<file path="src/rtl/mem_rd_stream.sv">
// Read-side sequencer: walks a memory read port over [base, base+len) and
// streams the words out over valid/ready, flagging the last beat.
//
// Ports:
//   clk, rst              clock, async active-high reset
//   start, base_addr, len transfer request (sampled only when idle)
//   busy, done            transfer in progress / one-cycle completion pulse
//   rd_addr, rd_data      memory read port (data is combinational on addr)
//   out_valid, out_ready  stream handshake
//   out_data, out_last    stream payload and final-beat marker
module mem_rd_stream #(
  parameter int ADDRW = 10,
  parameter int DATAW = 8
) (
  input  logic             clk,
  input  logic             rst,
  input  logic             start,
  input  logic [ADDRW-1:0] base_addr,
  input  logic [ADDRW:0]   len,
  output logic             busy,
  output logic             done,
  output logic [ADDRW-1:0] rd_addr,
  input  logic [DATAW-1:0] rd_data,
  output logic             out_valid,
  input  logic             out_ready,
  output logic [DATAW-1:0] out_data,
  output logic             out_last
);

  localparam logic [1:0] IDLE = 2'd0;
  localparam logic [1:0] RUN  = 2'd1;
  localparam logic [1:0] LAST = 2'd2;

  localparam logic [ADDRW:0]   REM_ONE = (ADDRW+1)'(1);
  localparam logic [ADDRW-1:0] ADR_ONE = ADDRW'(1);

  logic [1:0]     state;
  logic [ADDRW:0] rem;
  logic           load;
  logic           rem_is_one;

  // Output register is free, or its beat leaves this cycle.
  assign load       = !out_valid || out_ready;
  assign rem_is_one = (rem == REM_ONE);
  assign busy       = (state != IDLE);

  always_ff @(posedge clk or posedge rst) begin
    if (rst) begin
      state     <= IDLE;
      done      <= 1'b0;
      rd_addr   <= '0;
      rem       <= '0;
      out_valid <= 1'b0;
      out_data  <= '0;
      out_last  <= 1'b0;
    end else begin
      done <= 1'b0;
      unique case (state)
        IDLE: begin
          if (start) begin
            if (len != '0) begin
              rd_addr <= base_addr;
              rem     <= len;
              state   <= RUN;
            end else begin
              done <= 1'b1;
            end
          end
        end
        RUN: begin
          if (load) begin
            out_data  <= rd_data;
            out_valid <= 1'b1;
            out_last  <= rem_is_one;
            rd_addr   <= rd_addr + ADR_ONE;
            rem       <= rem - REM_ONE;
            if (rem_is_one) begin
              state <= LAST;
            end
          end
        end
        LAST: begin
          // Final beat is held here until taken.
          if (out_ready) begin
            out_valid <= 1'b0;
            out_last  <= 1'b0;
            done      <= 1'b1;
            state     <= IDLE;
          end
        end
        default: begin
          state <= IDLE;
        end
      endcase
    end
  end

endmodule

</file>
<file path="config.mk">
export PLATFORM = sky130hd
export DESIGN_NAME = mem_rd_stream
export DESIGN_NICKNAME = d
export VERILOG_FILES = /design/src/rtl/mem_rd_stream.sv
export SDC_FILE = /design/constraint.sdc
export NUM_CORES = 1
export LEC_CHECK = 0
export CAP_MARGIN = 20
export CORE_MARGIN = 2
export CORE_UTILIZATION = 48
export DETAILED_ROUTE_END_ITERATION = 6
export PLACE_DENSITY = 0.8
export SLEW_MARGIN = 20
export SYNTH_ARGS = -nofsm -noshare
export SYNTH_HDL_FRONTEND = slang
export SYNTH_SLANG_ARGS = --single-unit
</file>
<file path="constraint.sdc">
create_clock -name clk -period 2.1 [get_ports clk]
set_input_delay 0.63 -clock clk [delete_from_list [all_inputs] [get_ports clk]]
set_output_delay 0.63 -clock clk [all_outputs]
set_load 0.05 [all_outputs]
</file>
# After elaboration in Yosys (flattened, before gate mapping)
# Cells that the tools add are included.
[classes] add_sub_neg=2 eq_ne=8 muxes=23 n_reduce_logical=11
[op_table] operator="$mux W11" n=3
[op_table] operator="$mux W10" n=3
[op_table] operator="$pmux W11 S2" n=1
[op_table] operator="$pmux W10 S2" n=1
[op_table] operator="$eq A11 B1 Y1 const B" n=1
[op_table] operator="$reduce_bool A11 Y1" n=1
[op_table] operator="$sub A11 B1 Y11 const B" n=1
[op_table] operator="$add A10 B1 Y10 const B" n=1
[op_table] operator="$mux W2" n=5
[op_table] operator="$ne A2 B2 Y1 const B" n=5
[op_table] operator="$mux W1" n=6
[op_table] operator="$pmux W1 S2" n=3
[op_table] operator="$pmux W2 S3" n=1
[op_table] operator="$reduce_bool A2 Y1" n=3
[op_table] operator="$reduce_and A5 Y1" n=1
[op_table] operator="$reduce_and A4 Y1" n=1
[op_table] operator="$reduce_and A3 Y1" n=1
[op_table] operator="$eq A2 B1 Y1 const B" n=1
[op_table] operator="$eq A2 B2 Y1 const B" n=1
[op_table] operator="$logic_not A2 Y1" n=1
[op_table] operator="$reduce_and A2 Y1" n=1
[op_table] operator="$logic_not A1 Y1" n=1
[op_table] operator="$logic_or A1 B1 Y1" n=1
[word_totals] register_bits=34

# Longest topological paths before layout
# Gate-level depths: netlist of the first run.
[logic_depth] word_depth=4 depth_mapped=7

# Worst setup path before layout of the first run
# OpenSTA, ideal clock, no wires.
[synth_timing] path_type="input port to flip-flop" start="in len[6]" end="reg rd_addr[8]" arrival_ns=2.105 setup_slack_ns=-0.133 stages=6 path_buffers=2 path_cell_list="or4_4 or4_4 buf_6 buf_8 a31oi_1 a21oi_1"
[synth_via] elab_chain_len=3
[synth_lines] item="start: declaration" line_no="19" rtl="input logic [ADDRW:0] len,"
[synth_lines] item="$reduce_bool A11 Y1" line_no="61" rtl="if (len != '0) begin"
[synth_lines] item="$ne A2 B2 Y1 (no source line)"
[synth_lines] item="$reduce_and A4 Y1 (no source line)"
[synth_lines] item="end signal: assignment" line_no="62" rtl="rd_addr <= base_addr;"
[synth_lines] item="end signal: assignment" line_no="75" rtl="rd_addr <= rd_addr + ADR_ONE;"
[synth_lines] item="end: declaration" line_no="22" rtl="output logic [ADDRW-1:0] rd_addr,"
# Every way passes these cells.
# A chain may end at the register's enable or synchronous reset.

# Worst setup path after layout of the first run
[layout_timing] start="in len[2]" end="reg rd_addr[1]"
# The elaborated chain is that of the path after synthesis.

==> flow_summary.ini, run 1 <==
[status]
status = complete, no violations

[critical_path]
crit_chain = dlygate4sd2_1 > or4_4 > or4_4 > buf_12 > a21oi_4 > a31oi_1
cpMaxStageDelayCell = or4_4
critPathKind = in -> reg
crit_family = simple AND/OR/NAND/NOR gates
max_stage_delay_ns = 0.58
crit_fanout = 7
worst-path-buf-inv = 2
crit_arrival_ns = 2.24
crit_top_cell = or4_4
start_kind = input port
required_ns = 2.27
cp-end-kind = flop

[sta]
setup_viol = 0
hold_violations = 0
slew_viol_final = 0
max_freq_mhz = 481.9
min_period_ns = 2.075
slew_headroom_pct = 58.38
whs_ns = 0.5108
worst_slew_pin_slew_ns = 0.6186
fin_crit_sh_pct = 98.82
rsz0062_at_grt = no
clock_skew_ns = 0.007483
tns_ns = 0

[route]
wl_per_cell_um = 16.53
postRouteAntennaNets = 0
drt-total-wl_um = 5719
dr_total_vias = 2075
first_pass_iters = 4
route.detailed.drc = 0
drtIter0Drc = 144
via_per_inst = 5.997

[power]
pwr-share-clk_pct = 14.2
p_int_uw = 1952
p_leak_uw = 0.001266
combPwrFrac_pct = 53.7
switching_share_pct = 47.11
peakVddDrop_mv = 0.7825
power_frac_seq_pct = 32.1
powerDensity_nw_per_um2 = 1263
switchingPower_uw = 1739

[grt]
antenna_found_initial = 0
grt-ovfl-total = 0
grt_pass1_wl_um = 9949
grt_pass1_vias = 2071
grt_max_degree = 35
track_usage_pct = 25.47

[layout]
final_cells = 346
fillCellCount = 295
nets = 331
antenna_cells = 0
drive_above_1_share_pct = 33.45
syn2layout_area_growth_pct = 43.78

[yosys]
netlist_instances = 212
yosysSeqAreaShare_pct = 41.87
ys_seq_elements = 34
synth_area_um2 = 2032
ys.flop_type = dfrtp_1
yosys_warnings = 0
avgSynthCellArea_um2 = 9.585
synth_cell_types = 53
synth_edf_count = 0
syn_nets = 248
synthArstFlopShare_pct = 100.0

[die]
chipWidth_um = 69.07
die_y_um = 69.07
core-area_um2 = 4029
fp-row-count = 23
die-area_um2 = 4770
start_util_pct = 50.43
io_pins = 55

[clocking]
cts_tree = yes
cts_buffers = 5
cts_root_buf = clkbuf_8
clk_path_buf_depth = 2
clk_pin_slew_ns = 0.07
clkSinkCount = 34
clkLatencyLatePin_ns = 0.30
hold_buffers = 0
htreeDepth = 2

[placed_design]
io_buffers = 54
place_inst = 336
gp_congestion = 0.9268
dp_hpwl_um = 4115

[hold_path]
hold_class = reg -> reg

[flow_run]
drv_cap = 0
-- per-stage QoR --
step / utilization [%] / worst slack (ns) / power [uW] / instance area, um^2
CTS: 72.02 / 0.001946 / 3660 / 2902
global route: 72.52 / 0.003158 / 3918 / 2922
floorplan: - / -0.1327 / 2457 / 2034
global placement: 69.16 / -0.5517 / 3082 / 2786
finish: 72.52 / 0.02488 / 3690 / 2922
detailed placement: 69.16 / -0.5904 / 3135 / 2786
-- Yosys cell counts, drive strengths merged, types with 4 or more instances --
cell type,n,share of area (%)
nor3,10,2.5
a22o,4,1.7
a21oi,16,4.3
o32ai,5,2.2
a31oi,8,3.1
clkbuf,8,1.5
o31ai,7,2.6
or4,4,1.8
nand3,8,2.0
mux2,8,4.4
dfrtp,34,42
nand2,15,2.9
o21ai,5,1.2
nor2,14,2.6
or3,5,1.5
inv,9,1.7
buf,5,2.0
nor4,4,2.0
-- kinds of logic after synthesis --
family	after synthesis	synth area share [%]
flip-flops	34	41.87
AND/OR/NAND/NOR	76	21.24
adder cells (fa/ha/maj)	3	1.847
AO/OA/AOI/OAI	68	24.94
buffers and inverters	22	5.172
multiplexers	9	4.926
-- worst register-to-register path, delay by kind of cell, from the launching register on --
| family | cells | cell delay [ns] |
|---|---|---|
| AOI/OAI and AO/OA | 3 | 0.56 |
| adders and majority gates | 1 | 0.19 |
| buffers and inverters | 1 | 0.10 |
| DFF | 1 | 0.39 |
| and+or+nand+nor | 1 | 0.64 |
-- placed cells by master (no fill, tap or decap), types with 4 or more instances in the layout --
cell type        count
buf_4               53
dfrtp_1             34
clkdlybuf4s50_1     20
nand2_1             14
a21oi_1             14
nor2_1              13
inv_1                9
nor3_1               9
nand3_1              8
mux2_2               8
o31ai_1              6
a31oi_1              6
clkbuf_8             6
o32ai_1              5
o21ai_0              5
a22o_1               4
dlygate4sd2_1        4
-- area by class of cell --
| cell class | count | area [um^2] | area share [%] |
|---|---|---|---|
| multi-input cells | 156 | 1126 | 38.54 |
| flip-flops and latches | 34 | 850.8 | 29.12 |
| repair buffers | 89 | 753.2 | 25.78 |
| clock buffers | 6 | 82.58 | 2.827 |
| well taps | 50 | 62.56 | 2.141 |
| inverters | 9 | 33.78 | 1.156 |
| clock inverters | 2 | 12.51 | 0.4283 |
-- registers in the layout, indices dropped and copies added (netlist names) --
name / cells
out_valid: 1
state: 2
out_data: 8
done: 1
rd_addr: 10
out_last: 1
rem: 11
-- worst paths after layout --
check	from	endpoint	slack, ns	cells past startpoint
setup / recovery	len[2]	rd_addr[1]$_DFFE_PP0P_	0.02	6
hold / removal	out_data[6]$_DFFE_PP0P_	out_data[6]$_DFFE_PP0P_	0.51	1
setup reg to reg	rem[0]$_DFFE_PP0P_	rem[10]$_DFFE_PP0P_	0.12	6
hold reg to reg	out_data[6]$_DFFE_PP0P_	out_data[6]$_DFFE_PP0P_	0.51	1
max in group asynchronous	rst	state[1]$_DFFE_PP0P_	1.05	3
min in group asynchronous	rst	out_data[6]$_DFFE_PP0P_	0.74	3
-- per-layer routing --
| metal | vias to the layer above | wire length, um | global-route usage [%] |
|---|---|---|---|
| met5 | - | 0 | 0 |
| met4 | 0 | 60 | 8.497 |
| met3 | 5 | 309 | 5.263 |
| met2 | 66 | 2876 | 41.88 |
| met1 | 1015 | 2473 | 33.49 |
| li1 | 989 | - | - |
-- power groups by stage --
stage | clock, uW | sequential (uW) | combinational [uW]
2_1_floorplan | 0 | 1580 | 880
3_3_place_gp | 0 | 1180 | 1910
3_5_place_dp | 0 | 1180 | 1950
4_1_cts | 528 | 1170 | 1960
5_1_grt | 556 | 1230 | 2130
6_report | 523 | 1190 | 1980
-- what timing repair did --
item                                    4_1_cts  5_1_grt
pin swaps                                     7        6
endpoints found under the setup margin       22       14
resized for setup                            24       13
cloned                                        0        0
setup buffers                                 2        0
Note: power is estimated with default switching activity, not from simulation.
==> inputs of run 2 (changes only) <==
--- a/config.mk
+++ b/config.mk
@@ -7,9 +7,10 @@
 export LEC_CHECK = 0
 export CAP_MARGIN = 20
 export CORE_MARGIN = 2
-export CORE_UTILIZATION = 48
+export CORE_UTILIZATION = 50
+export CTS_BUF_LIST = sky130_fd_sc_hd__clkbuf_8
 export DETAILED_ROUTE_END_ITERATION = 6
-export PLACE_DENSITY = 0.8
+export PLACE_DENSITY = 0.82
 export SLEW_MARGIN = 20
 export SYNTH_ARGS = -nofsm -noshare
 export SYNTH_HDL_FRONTEND = slang
==> run 2 against run 1 <==
  * First-iteration DRC count up 78%
  * Clock-buffer cell count did not move
  * Fmax is 0.45% higher
  * Cell count up 0.87%
  * Register-to-register slack about the same
  * Die area fell by 3.8%
  * Hold slack got worse by 0.0013 ns
  * Global-route usage is 2.8 points higher
  * Clock skew is 0.0064 ns higher
  * Critical endpoint is now rem[9]$_DFFE_PP0P_
  * Largest power group unchanged
==> flow_summary.ini, run 2 (synthesis gave the netlist of run 1 again) <==
[critical_path]
path_depth = 6
start_kind = input port
rr_endpoint = rem[10]$_DFFE_PP0P_
worst-path-buf-inv = 2
critPathKind = in -> reg
cp-end-kind = flop
crit_chain = clkdlybuf4s15_1 > or4_4 > or4_4 > buf_6 > a31oi_4 > a21oi_2
max_stage_delay_ns = 0.56
crit_arrival_ns = 2.23
required_ns = 2.26
r2r-start = rem[0]$_DFFE_PP0P_
rr_worst_depth = 6
crit_fanout = 5
crit_family = simple AND/OR/NAND/NOR gates
cpMaxStageDelayCell = or4_4
startpoint = len[2]
crit_top_cell = or4_4
reg2reg_slack_ns = 0.13

[hold_path]
hold_depth = 1
min_to = out_data[0]$_DFFE_PP0P_
hold_class = reg -> reg
worst_hold_startpoint = out_data[0]$_DFFE_PP0P_

[die]
core-area_um2 = 3943
die_y_um = 67.75
fp-row-count = 23
io_pins = 55
start_util_pct = 51.54
chipWidth_um = 67.75
die-area_um2 = 4590

[layout]
layout_common_cells = buf_4, dfrtp_1, clkdlybuf4s50_1, nand2_1
top_register = rem
largest_reg_flops = 11
antenna_cells = 0
largest_registers = rem x11, rd_addr x10, out_data x8
syn2layout_area_growth_pct = 45.32
final_common_cell = buf_4
nets = 334
drive_above_1_share_pct = 34.78

[sta]
tns_ns = 0
whs_ns = 0.5096
clock_skew_ns = 0.01384
slew_headroom_pct = 63.78
fin_crit_sh_pct = 98.37
setup_viol = 0
hold_violations = 0
slew_viol_final = 0
max_freq_mhz = 484.1
min_period_ns = 2.066
worst_slew_pin_slew_ns = 0.5358
rsz0062_at_grt = no

[placed_design]
io_buffers = 54
gp_congestion = 0.8890
dp_hpwl_um = 4138

[power]
peakVddDrop_mv = 0.6025
powerDensity_nw_per_um2 = 1265
p_leak_uw = 0.001273
finalPower_uw = 3736

[grt]
grt_pass1_vias = 2108
antenna_found_initial = 0
grt-ovfl-total = 0
grt_pass1_wl_um = 9708
grt_max_degree = 35
track_usage_pct = 28.25

[flow_run]
drv_cap = 0

[route]
first_pass_iters = 5
postRouteAntennaNets = 0
via_per_inst = 6.278
drtIter0Drc = 257
drt-total-wl_um = 6188
dr_total_vias = 2191
wl_per_cell_um = 17.73
route.detailed.drc = 0

[clocking]
cts_buffers = 5
htreeDepth = 2
cts_tree = yes
hold_buffers = 0
clk_path_buf_depth = 2
cts_root_buf = clkbuf_8
clkLatencyLatePin_ns = 0.30
clkSinkCount = 34
clk_pin_slew_ns = 0.07

[status]
status = complete, no violations
-- run 2: layer usage --
metal / track usage (%) / up-vias / part of all wire, %
met4: 9.439 / 0 / 2.0
met1: 33.16 / 1066 / 37
met5: 0 / - / 0
met3: 4.667 / 18 / 7.0
met2: 51.72 / 119 / 54
li1: - / 988 / -
-- run 2: timing repair --
| action | in CTS | in global routing |
|---|---|---|
| setup buffers | 2 | 2 |
| pin swaps | 7 | 5 |
| cloned | 0 | 0 |
| resized for setup | 28 | 11 |
| hold endpoints to repair | 0 | 0 |
| setup endpoints to repair | 23 | 9 |
-- run 2: power breakdown --
group / internal, uW / switching (uW) / total, uW
clock network: 264 / 258 / 521
logic: 797 / 1220 / 2010
registers: 893 / 307 / 1200
-- run 2: worst max path at each step --
stage,to,slack (ns)
floorplan,rd_addr[8]$_DFFE_PP0P_,-0.13
global placement,rem[9]$_DFFE_PP0P_,-0.56
detailed placement,rem[4]$_DFFE_PP0P_,-0.60
CTS,rem[9]$_DFFE_PP0P_,0.001
global route,rem[9]$_DFFE_PP0P_,0.005
finish,rem[9]$_DFFE_PP0P_,0.03
-- run 2: cell type report --
type	count	area (um^2)
Clock inverter	2	12.51
Clock buffer	6	82.58
Inverter	9	33.78
Fill cell	277	989.7
Tap cell	50	62.56
Timing Repair Buffer	92	773.2
Multi-Input combinational cell	156	1137
Sequential cell	34	850.8
-- run 2: worst reg2reg max path, delay by kind of cell (launching register included) --
family | cells | cell delay, ns
AO/OA/AOI/OAI | 3 | 0.54
AND/OR/NAND/NOR | 1 | 0.66
buffers and inverters | 1 | 0.11
adder cells (fa/ha/maj) | 1 | 0.18
flip-flops | 1 | 0.39
-- run 2: through the flow --
step / instance area (um^2) / worst slack (ns) / util, % / cells
after floorplan: 2034 / -0.1327 / - / 212
after global routing: 2953 / 0.005281 / 74.90 / 349
final: 2953 / 0.03426 / 74.90 / 349
after global placement: 2781 / -0.5555 / 70.55 / 337
after detailed placement: 2781 / -0.5969 / 70.55 / 337
after CTS: 2903 / 0.001052 / 73.63 / 347
==> inputs of run 3 (changes only) <==
--- a/config.mk
+++ b/config.mk
@@ -7,10 +7,10 @@
 export LEC_CHECK = 0
 export CAP_MARGIN = 20
 export CORE_MARGIN = 2
-export CORE_UTILIZATION = 50
+export CORE_UTILIZATION = 35
 export CTS_BUF_LIST = sky130_fd_sc_hd__clkbuf_8
 export DETAILED_ROUTE_END_ITERATION = 6
-export PLACE_DENSITY = 0.82
+export PLACE_DENSITY = 0.61
 export SLEW_MARGIN = 20
 export SYNTH_ARGS = -nofsm -noshare
 export SYNTH_HDL_FRONTEND = slang
==> run 3 against run 2 <==
  * Die area up 40%
  * Register-to-register slack improved by 0.03 ns
  * Non-clock buffer count up 8
  * Highest routed layer unchanged
  * Largest cell class unchanged
  * Critical path type unchanged
==> flow_summary.ini, run 3 (synthesis gave the netlist of run 1 again) <==
[die]
die_y_um = 80.20
chipWidth_um = 80.20
start_util_pct = 36.68
io_pins = 55
fp-row-count = 27
die-area_um2 = 6431
core-area_um2 = 5540

[sta]
hold_violations = 0
max_freq_mhz = 477.6
tns_ns = 0
fin_crit_sh_pct = 99.70
min_period_ns = 2.094
slew_viol_final = 0
worst_slew_pin_slew_ns = 0.5077
slew_headroom_pct = 65.68
clock_skew_ns = 0.006344
setup_viol = 0
whs_ns = 0.5018

[critical_path]
crit_arrival_ns = 2.31
cp-end-kind = flop
rr_worst_depth = 6
start_kind = input port
startpoint = len[4]
r2r-start = rem[0]$_DFFE_PP0P_
reg2reg_slack_ns = 0.16
rr_endpoint = rem[10]$_DFFE_PP0P_
critPathKind = in -> reg
required_ns = 2.32
crit_fanout = 6

[route]
dr.max_layer_used = met4
via_per_inst = 5.443
wl_per_cell_um = 15.96
dr_total_vias = 2063
route.detailed.drc = 0
drt-total-wl_um = 6050
drtIter0Drc = 110
wl_met3_um = 287
first_pass_iters = 4
wl_met1_um = 2825
postRouteAntennaNets = 0
met2WireLength_um = 2861

[power]
p_leak_uw = 0.001345
powerDensity_nw_per_um2 = 1230
peakVddDrop_mv = 0.7218

[grt]
grt-ovfl-total = 0
grt_pass1_wl_um = 9839
grt_max_degree = 35
antenna_found_initial = 0
grt_pass1_vias = 2011
track_usage_pct = 20.01

[hold_path]
worst_hold_startpoint = out_data[7]$_DFFE_PP0P_
hold_class = reg -> reg
hold_depth = 1
min_to = out_data[7]$_DFFE_PP0P_

[layout]
syn2layout_area_growth_pct = 50.68
fillCellCount = 538
final_common_cell = buf_4
multi_input_area_um2 = 1132
top_register = rem
layout_common_cells = buf_4, dfrtp_1, clkdlybuf4s50_1, nand2_1
drive_above_1_share_pct = 35.50
largest_reg_flops = 11
register_area_um2 = 852.1
nets = 342
antenna_cells = 0
largest_registers = rem x11, rd_addr x10, out_data x8

[clocking]
cts_tree = yes
clk_pin_slew_ns = 0.07
clkLatencyLatePin_ns = 0.29
cts_buffers = 5
clk_path_buf_depth = 2
cts_root_buf = clkbuf_8
hold_buffers = 0
htreeDepth = 2
clkSinkCount = 34

[flow_run]
drv_cap = 0

[placed_design]
dp_hpwl_um = 4337
gp_congestion = 0.9031
io_buffers = 54

[status]
status = complete, no violations
==> run 3: cell types whose count changed in the layout (fill, tap and decap cells not counted), sizes merged <==
cell           before  now
dlymetal6s2s        0    4
dlygate4sd2         5    4
clkbuf              8    9
buf                62   67
clkdlybuf4s50      21   20
==> run 3: critical path: stages <==
cell and delay, ns:
dlygate4sd2_1 0.24, or3_4 0.40, or4_4 0.57, buf_6 0.17, buf_4 0.13, o211ai_2 0.07
o2bb2ai_2 0.11
==> run 3: area by class of cell <==
class | count | area share (%)
Multi-Input combinational cell | 156 | 36.98
Timing Repair Buffer | 100 | 28.03
Sequential cell | 34 | 27.83
Tap cell | 72 | 2.942
Clock buffer | 6 | 2.697
Inverter | 9 | 1.103
Clock inverter | 2 | 0.4087
==> run 3: how the worst max path moves through the flow <==
stage	end	slack, ns	depth (start not counted)
floorplan	rd_addr[8]$_DFFE_PP0P_	-0.13	6
global placement	rem[9]$_DFFE_PP0P_	-0.57	6
detailed placement	rem[4]$_DFFE_PP0P_	-0.60	6
CTS	rem[4]$_DFFE_PP0P_	0.0004	6
global route	rem[5]$_DFFE_PP0P_	-0.003	7
finish	rem[5]$_DFFE_PP0P_	0.006	7
==> run 3: layer usage <==
layer  track usage [%]  vias up
li1                  -     1003
met1             28.45      990
met2             30.50       64
met3             3.258        6
met4             7.288        0
met5                 0        -
==> run 3: what timing repair did <==
action / 4_1_cts / 5_1_grt
pin swaps: 6 / 3
setup endpoints to repair: 21 / 18
resized for setup: 28 / 17
setup buffers: 1 / 4
==> run 3: metrics by stage <==
stage	util, %	cell area (um^2)	cells	setup WS [ns]	power [uW]
6_report	55.26	3062	379	0.006291	3766
5_1_grt	55.26	3062	379	-0.003027	4018
3_5_place_dp	51.78	2869	366	-0.5988	3165
2_1_floorplan	-	2034	212	-0.1327	2457
3_3_place_gp	51.78	2869	366	-0.5651	3149
4_1_cts	53.97	2990	375	0.0003759	3693
==> run 3: power by group <==
group	internal, uW	switching, uW
sequential	894	312
clock	263	250
combinational	842	1200
